<file path="src/rtl/mopshub_irq_pkg.sv">
// Shared constants and state encoding for the MOPSHUB per-bus event encoder.
package mopshub_irq_pkg;

    localparam int unsigned N_BUS_DEF  = 32;
    localparam int unsigned ID_W_DEF   = 5;
    localparam int unsigned MISS_CNT_W = 8;

    typedef enum logic {
        IDLE    = 1'b0,
        PRESENT = 1'b1
    } irq_state_e;

endpackage

</file>
<file path="src/rtl/rr_priority_sel.sv">
// Combinational round-robin search: first set request at or above start, wrapping to 0.
module rr_priority_sel #(
    parameter int unsigned N = 32,
    parameter int unsigned W = 5
) (
    input  logic [N-1:0] req,
    input  logic [W-1:0] start,
    output logic         found,
    output logic [W-1:0] index
);

    logic [W-1:0] cand;

    always_comb begin
        found = 1'b0;
        index = '0;
        cand  = '0;
        for (int i = 0; i < N; i++) begin
            // W-bit addition wraps naturally at N-1 because N is a power of two.
            cand = start + W'(i);
            if (!found && req[cand]) begin
                found = 1'b1;
                index = cand;
            end
        end
    end

endmodule

</file>
<file path="src/rtl/node_irq_encoder.sv">
// Latches per-bus event edges and presents them one at a time with round-robin fairness.
// Optional merged-edge counter enabled by defining NODE_IRQ_MISS_CNT_EN.
module node_irq_encoder
    import mopshub_irq_pkg::*;
#(
    parameter int unsigned N_BUS = N_BUS_DEF,
    parameter int unsigned ID_W  = ID_W_DEF
) (
    input  logic                  clk,
    input  logic                  rst,
    input  logic [N_BUS-1:0]      irq_in,
    output logic                  irq_valid_o,
    output logic [ID_W-1:0]       irq_id_o,
    input  logic                  irq_ack_i,
    output logic [N_BUS-1:0]      pending_o,
`ifdef NODE_IRQ_MISS_CNT_EN
    input  logic                  miss_clr_i,
    output logic [MISS_CNT_W-1:0] miss_cnt_o,
`endif
    output logic                  busy_o
);

    irq_state_e       state_q, state_d;
    logic [N_BUS-1:0] irq_in_q, pending_q, pending_d, edges, clr_mask;
    logic [ID_W-1:0]  rr_ptr_q, rr_ptr_d, id_q, id_d, sel_idx;
    logic             valid_q, valid_d, busy_q, busy_d, sel_found;

    assign edges = irq_in & ~irq_in_q;

    rr_priority_sel #(
        .N (N_BUS),
        .W (ID_W)
    ) u_sel (
        .req   (pending_q),
        .start (rr_ptr_q),
        .found (sel_found),
        .index (sel_idx)
    );

    always_comb begin
        state_d  = state_q;
        rr_ptr_d = rr_ptr_q;
        id_d     = id_q;
        valid_d  = valid_q;
        clr_mask = '0;
        unique case (state_q)
            IDLE: begin
                if (sel_found) begin
                    id_d    = sel_idx;
                    valid_d = 1'b1;
                    state_d = PRESENT;
                end
            end
            PRESENT: begin
                if (irq_ack_i) begin
                    clr_mask[id_q] = 1'b1;
                    rr_ptr_d       = id_q + ID_W'(1);
                    valid_d        = 1'b0;
                    state_d        = IDLE;
                end
            end
            default: state_d = IDLE;
        endcase
        // A new edge in the ack cycle overrides the clear so the event is not lost.
        pending_d = (pending_q & ~clr_mask) | edges;
        busy_d    = (|pending_d) | valid_d;
    end

    always_ff @(posedge clk) begin
        if (!rst) begin
            state_q   <= IDLE;
            irq_in_q  <= '0;
            pending_q <= '0;
            rr_ptr_q  <= '0;
            id_q      <= '0;
            valid_q   <= 1'b0;
            busy_q    <= 1'b0;
        end else begin
            state_q   <= state_d;
            irq_in_q  <= irq_in;
            pending_q <= pending_d;
            rr_ptr_q  <= rr_ptr_d;
            id_q      <= id_d;
            valid_q   <= valid_d;
            busy_q    <= busy_d;
        end
    end

    assign irq_valid_o = valid_q;
    assign irq_id_o    = id_q;
    assign pending_o   = pending_q;
    assign busy_o      = busy_q;

`ifdef NODE_IRQ_MISS_CNT_EN
    logic [MISS_CNT_W-1:0] miss_cnt_q, miss_cnt_d;
    logic                  merged;

    // Edges that re-arm a bit being cleared this cycle start a fresh event, so they are not misses.
    assign merged = |(edges & pending_q & ~clr_mask);

    always_comb begin
        miss_cnt_d = miss_cnt_q;
        if (miss_clr_i) begin
            miss_cnt_d = '0;
        end else if (merged && (miss_cnt_q != '1)) begin
            miss_cnt_d = miss_cnt_q + MISS_CNT_W'(1);
        end
    end

    always_ff @(posedge clk) begin
        if (!rst) begin
            miss_cnt_q <= '0;
        end else begin
            miss_cnt_q <= miss_cnt_d;
        end
    end

    assign miss_cnt_o = miss_cnt_q;
`endif

endmodule

</file>
<file path="config.mk">
export PLATFORM = sky130hd
export DESIGN_NAME = node_irq_encoder
export DESIGN_NICKNAME = d
export VERILOG_FILES = /design/src/rtl/mopshub_irq_pkg.sv /design/src/rtl/rr_priority_sel.sv /design/src/rtl/node_irq_encoder.sv
export SDC_FILE = /design/constraint.sdc
export NUM_CORES = 1
export LEC_CHECK = 0
export CAP_MARGIN = 15
export CORE_AREA = 3 3 125 127
export CTS_BUF_LIST = sky130_fd_sc_hd__clkbuf_8
export DETAILED_ROUTE_END_ITERATION = 8
export DIE_AREA = 0 0 128 130
export PLACE_DENSITY_LB_ADDON = 0.05
export SETUP_SLACK_MARGIN = 0.02
export SLEW_MARGIN = 20
export SYNTH_ARGS = -nofsm -noshare
export SYNTH_HDL_FRONTEND = slang
export SYNTH_HIERARCHICAL = 1
export SYNTH_SLANG_ARGS = --single-unit
</file>
<file path="constraint.sdc">
create_clock -name clk -period 12.3 [get_ports clk]
set_input_delay 2.46 -clock clk [delete_from_list [all_inputs] [get_ports clk]]
set_output_delay 2.46 -clock clk [all_outputs]
set_load 0.01 [all_outputs]
</file>
* Yosys cells after proc, flatten, opt, wreduce, memory -nomap -nowiden
Cells that the tools add are included.
Operators by class: bitwise logic cells 7, $lt $le $gt $ge 34, add/subtract/negate cells 32, muxes and demuxes 138, reductions and logical operators 66
Operator list (number):
- < comparator 5 x 6 -> 1 bit (second input constant) | 33
- binary-select mux 1 bit (select 5 bit) | 32
- 2-to-1 mux 5 bit | 32
- adder 5 bit (second input constant) | 16
- 2-to-1 mux 1 bit | 69
- bitwise AND 32 bit | 2
- 2-to-1 mux 32 bit | 2
- inverter 32 bit | 2
- adder 5 x 4 -> 5 bit (second input constant) | 8
- logical AND 1 bit | 32
- bitwise OR 32 bit | 1
- OR reduction 32 bit | 1
- zero test 1 bit | 31
- adder 5 x 3 -> 5 bit (second input constant) | 4
- adder 5 x 1 -> 5 bit (second input constant) | 2
- adder 5 x 2 -> 5 bit (second input constant) | 2
- demux 1 bit (select 5 bit) | 1
- >= comparator 5 x 1 -> 1 bit (second input constant) | 1
- case mux 1 bit (2 select lines) | 2
- AND reduction 2 bit | 2
- inverter 1 bit | 1
- bitwise OR 1 bit | 1
Word-level totals: flip-flop bits (word level) 77, output and inout port bits 39

* Depth between registers and ports, before layout
depth after elaboration 99, gate-level depth with buffers 25, gate-level depth less buffers 17

* By module
Netlist, hierarchy kept.
By module, submodules not included:
- rr_priority_sel | instances 1, area an instance 6481.2 µm², cells each 762
- node_irq_encoder | instances 1, area an instance 2972.9 µm², cells each 327

* Least setup slack after synthesis
No wires, ideal clock.
kind flip-flop to flip-flop, start register rr_ptr_q[1], end register busy_q, in the netlist busy_o, cell stages (with the launch flop) 22, data arrival time 5461 ps, library setup time 125 ps, required time 12175 ps, path slack 6714 ps, cell sequence dfxtp_1 > buf_6 > buf_4 > buf_2 > clkinv_1 > ha_1 > buf_2 > mux4_2 > mux4_2 > mux2i_2 > nand2b_1 > nor3_2 > nand4_1 > buf_6 > or2_4 > nor2_1 > nand2_1 > nor2_1 > o22ai_1 > a2111oi_0 > nand4b_1 > o41a_1
On the way: longest elaborated chain between the ends 99, elaborated cells between the ends (all ways) 192
Ends and longest elaborated chain:
- from (decl) | RTL line node_irq_encoder.sv:25 | logic [ID_W-1:0] rr_ptr_q, rr_ptr_d, id_q, id_d, sel_idx;
- from (signal assigned) | RTL line node_irq_encoder.sv:82 | rr_ptr_q <= rr_ptr_d;
- parallel branches: the longest is 95 deep, another holds adder 5 x 1 -> 5 bit
- 2-to-1 mux 1 bit (*) | RTL line rr_priority_sel.sv:21 | if (!found && req[cand]) begin
- net sel_found | RTL line node_irq_encoder.sv:26 | logic valid_q, valid_d, busy_q, busy_d, sel_found;
- 2-to-1 mux 1 bit (*) | RTL line node_irq_encoder.sv:48 | if (sel_found) begin
- case mux 1 bit (2 select lines) (*) | RTL line node_irq_encoder.sv:46 | unique case (state_q)
- bitwise OR 1 bit (*) | RTL line node_irq_encoder.sv:66 | busy_d = (|pending_d) | valid_d;
- to (signal assigned) | RTL line node_irq_encoder.sv:85 | busy_q <= busy_d;
- to (decl) | RTL line node_irq_encoder.sv:26
Mark *: on every way through the listed nets, which the timed path passes. The select of a mux whose other input is x is not followed. A chain may end at the register's enable or synchronous reset.

* Worst setup path after layout
Same ends and word-level chain as after synthesis.

==> metrics.md <==
| Metric | Value |
|---|---|
| Status | completed |
| Nets@finish | around 1200 |
| N_diodes | 0 |
| Avg WL per Cell | ~28 µm |
| Syn Inst Count | roughly 1100 |
| Crit path capture type | register |
| Slack of the critical path | between 4 and 5 ns |
| LEAKAGE | 3.81 nW |
| Drt drc | 0 |
| Ys Warns | 6 |
| First-pass GRT wire length | 56.3 mm |
| Setup CP Type | reg2reg |
| Synth Area in XOR/XNOR | between 3 and 4% |
| Maximum vdd drop | approximately 0.14 mV |
| Resized Gates After CTS | 0 |
| Adder-cell share of the synthesized area | between 2 and 2.5% |
| Post-synthesis instance area | 0.00945 mm² |
| Hold path depth | 1 |
| Critical Path RT | about 13 ns |
| Via count | 10100 |
| Tmin final | about 7.3 ns |
| Asr flop ratio synth | 0% |
| Initial drt markers | between 1500 and 2000 |
| Total CTS buffers | 9 |
| Gr usage total | between 40% and 50% |
| Yosys top cell area share | ~19% |
| Post-route ant nets | 0 |
| MaxCap Viol Count | 0 |
| Netlist cell types | 97 |
| Synthesized Nets | about 1100 |
| Crit path max-delay family | simple AND/OR/NAND/NOR gates |
| Top area cells in the synthesized netlist | mux4_2 19%, dfxtp_1 16%, mux2i_1 6.5% |
| Avg Inst Size Synth | between 8 and 9 µm² |
| Largest family of logic cells by synthesized area | multiplexers |
| Clock buffer depth | 2 |
| WL final | around 37 mm |
| Initial antenna violation count | 0 |
| Die height | between 100 and 150 µm |
| Routability cong. | 1.10 |
| Starting density of the core | between 60 and 70% |
| DR vias/cell | 7.66 |
| Leading area contributor after synthesis | mux4_2 |
| Worst Path Buf+Inv | 1 |
| FF+latch count, synth | between 70 and 80 |
| Final core occ | between 70% and 80% |
| Top Ports | 74 |
| Mux contribution to synthesized area | 29.9% |
| Share of layout cells above drive strength 1 | 15.7% |
| Fin Setup TNS | 0 ns |
| FF-to-FF path depth | 16 |
| DIE AREA | approximately 0.017 mm² |
| Synth Flop Type | dfxtp_1 |
| Stages on the worst setup path | 16 |
| Buffer count from post-CTS setup fixing | 0 |
| CORE AREA | 0.0145 mm² |
| Slew Viols, Final | 0 |
| Clock skew | 0.00817 ns |
| RSZ-0062 raised after global routing | no |
| Fin crit share | between 50% and 60% |
| Area delta synth->final | 10.3% |
| CP max stage delay | 0.81 ns |
| Clock sink count | a little under 80 |
| Final setup viols | 0 |
| PwrDens | 162 mW/mm² |
| Final global-route overflow total | 0 |
| Htree depth | 3 |
| 1st-pass router iterations | 6 |
| Hold WC Path Type | reg2reg |
| Final hold slack | just over 0.5 ns |
| Vias in the first global route | between 9000 and 10000 |
| Worst relative slew slack | between 30% and 40% |
| Worst-path clk slew | 0.08 ns |
| CP max FO | 20 |
| Clk Tree Root Cell | clkbuf_8 |
| CP Cell Sequence | clkinv_1, ha_1, mux4_2, mux4_2, mux2i_2, nand2b_1, nor3_2, nand4_1, or2_4, nor2_1, nand2_1, nor2_1, o22ai_1, a2111oi_0, nand4b_1, o41a_1 |
| Post-synth EDFFs | 0 |
| Simple-gate share of the synthesized area | between 20% and 30% |
| CTS tree | built |
| Largest net degree at the start of global routing | about 80 |
| # hold bufs at CTS | 0 |
| F_max | approximately 140 MHz |
| Top cells by count, synth | 91 x nand2_1, 91 x o21ai_0, 78 x mux4_2 |
| Critical path startpoint category | register |
| Max stage delay cell, worst path | nand4_1 |
| Port buffer count | between 70 and 80 |
| Die Wd | approximately 130 µm |
| Critical Path AT | ~7.6 ns |
| Pre-CTS setup slack | slightly above 5 ns |
| Clk_lat worst skew | 0.35 ns |
| Hpwl dp | around 27 mm |
| Final Hold Vio Count | 0 |
| FP Rows | 44 |
| Sequential area share after synthesis | about 16% |
| Compound-Gate Fraction of Synth Area | 20.1% |
| Least-Margin Pin Slew | a little over 1 ns |
[logic make-up (layout without fill, tap and decap cells)]
kind of cell / after synthesis / after routing
multiplexers: 173 / 173
AND/OR/NAND/NOR: 397 / 397
XOR/XNOR: 32 / 32
flip-flops: 77 / 77
adder cells (fa/ha/maj): 16 / 16
AO/OA/AOI/OAI: 282 / 282
buffers and inverters: 112 / 155
[final cells by class]
class | count | area [µm²]
Multi-Input combinational cell | 900 | 7360
Fill cell | 1128 | 4110
Sequential cell | 77 | 1550
Timing Repair Buffer | 94 | 883
Tap cell | 184 | 230
Inverter | 46 | 173
Clock buffer | 9 | 124
Clock inverter | 6 | 113
[through the flow]
stage,cell area (µm²),total power [W],instances
5_1_grt,10400,0.00176,1316
6_report,10400,0.00169,1316
3_3_place_gp,10200,0.00139,1301
4_1_cts,10400,0.00163,1316
2_1_floorplan,9450,0.00108,1089
3_5_place_dp,10200,0.00140,1301
[registers in the layout, indices dropped and copies added, names as in the netlist]
register     cells
busy_o           1
pending_o       32
irq_in_q        32
rr_ptr_q         5
irq_valid_o      1
irq_id_o         5
state_q          1
[worst register-to-register path: cells and delay by family (launching register included)]
kind	cells	cell delay, ns
AOI/OAI and AO/OA	3	0.95
adders and majority gates	1	0.78
buffers and inverters	1	0.46
DFF	1	0.48
muxes	3	1.69
and+or+nand+nor	8	2.86
[per-layer routing]
layer	wire, µm	GRT usage, %
met1	12600	53.4
met4	3460	33.0
met2	16100	69.3
met3	4810	11.9
met5	0	0
[path summary, 6_finish.rpt]
path                                                  to                startpoint  slack [ns]
worst max register to register         busy_o$_SDFF_PN0_  rr_ptr_q[1]$_SDFFE_PN0P_        4.97
worst min-delay path            rr_ptr_q[3]$_SDFFE_PN0P_  rr_ptr_q[3]$_SDFFE_PN0P_        0.50
worst max-delay path                   busy_o$_SDFF_PN0_  rr_ptr_q[1]$_SDFFE_PN0P_        4.97
worst min register to register  rr_ptr_q[3]$_SDFFE_PN0P_  rr_ptr_q[3]$_SDFFE_PN0P_        0.50
[layout by cell type (no fill, tap or decap), types with 23 or more instances in the layout]
master	instances
and2_1	70
mux2i_1	61
nor2_1	69
o21ai_0	91
mux4_2	78
inv_1	42
mux2_2	23
dfxtp_1	75
a21oi_1	47
nand3_1	34
clkdlybuf4s50_1	72
nand2_1	91
[where the power goes]
group          total [W]  switching, W  leakage (nW)  internal [W]
registers       0.000336     0.0000622         0.643      0.000273
clock network   0.000226     0.0000919         0.119      0.000134
logic            0.00113      0.000690          3.05      0.000435
total            0.00169      0.000844          3.81      0.000843
No activity file was read; power rests on OpenSTA's default activity.
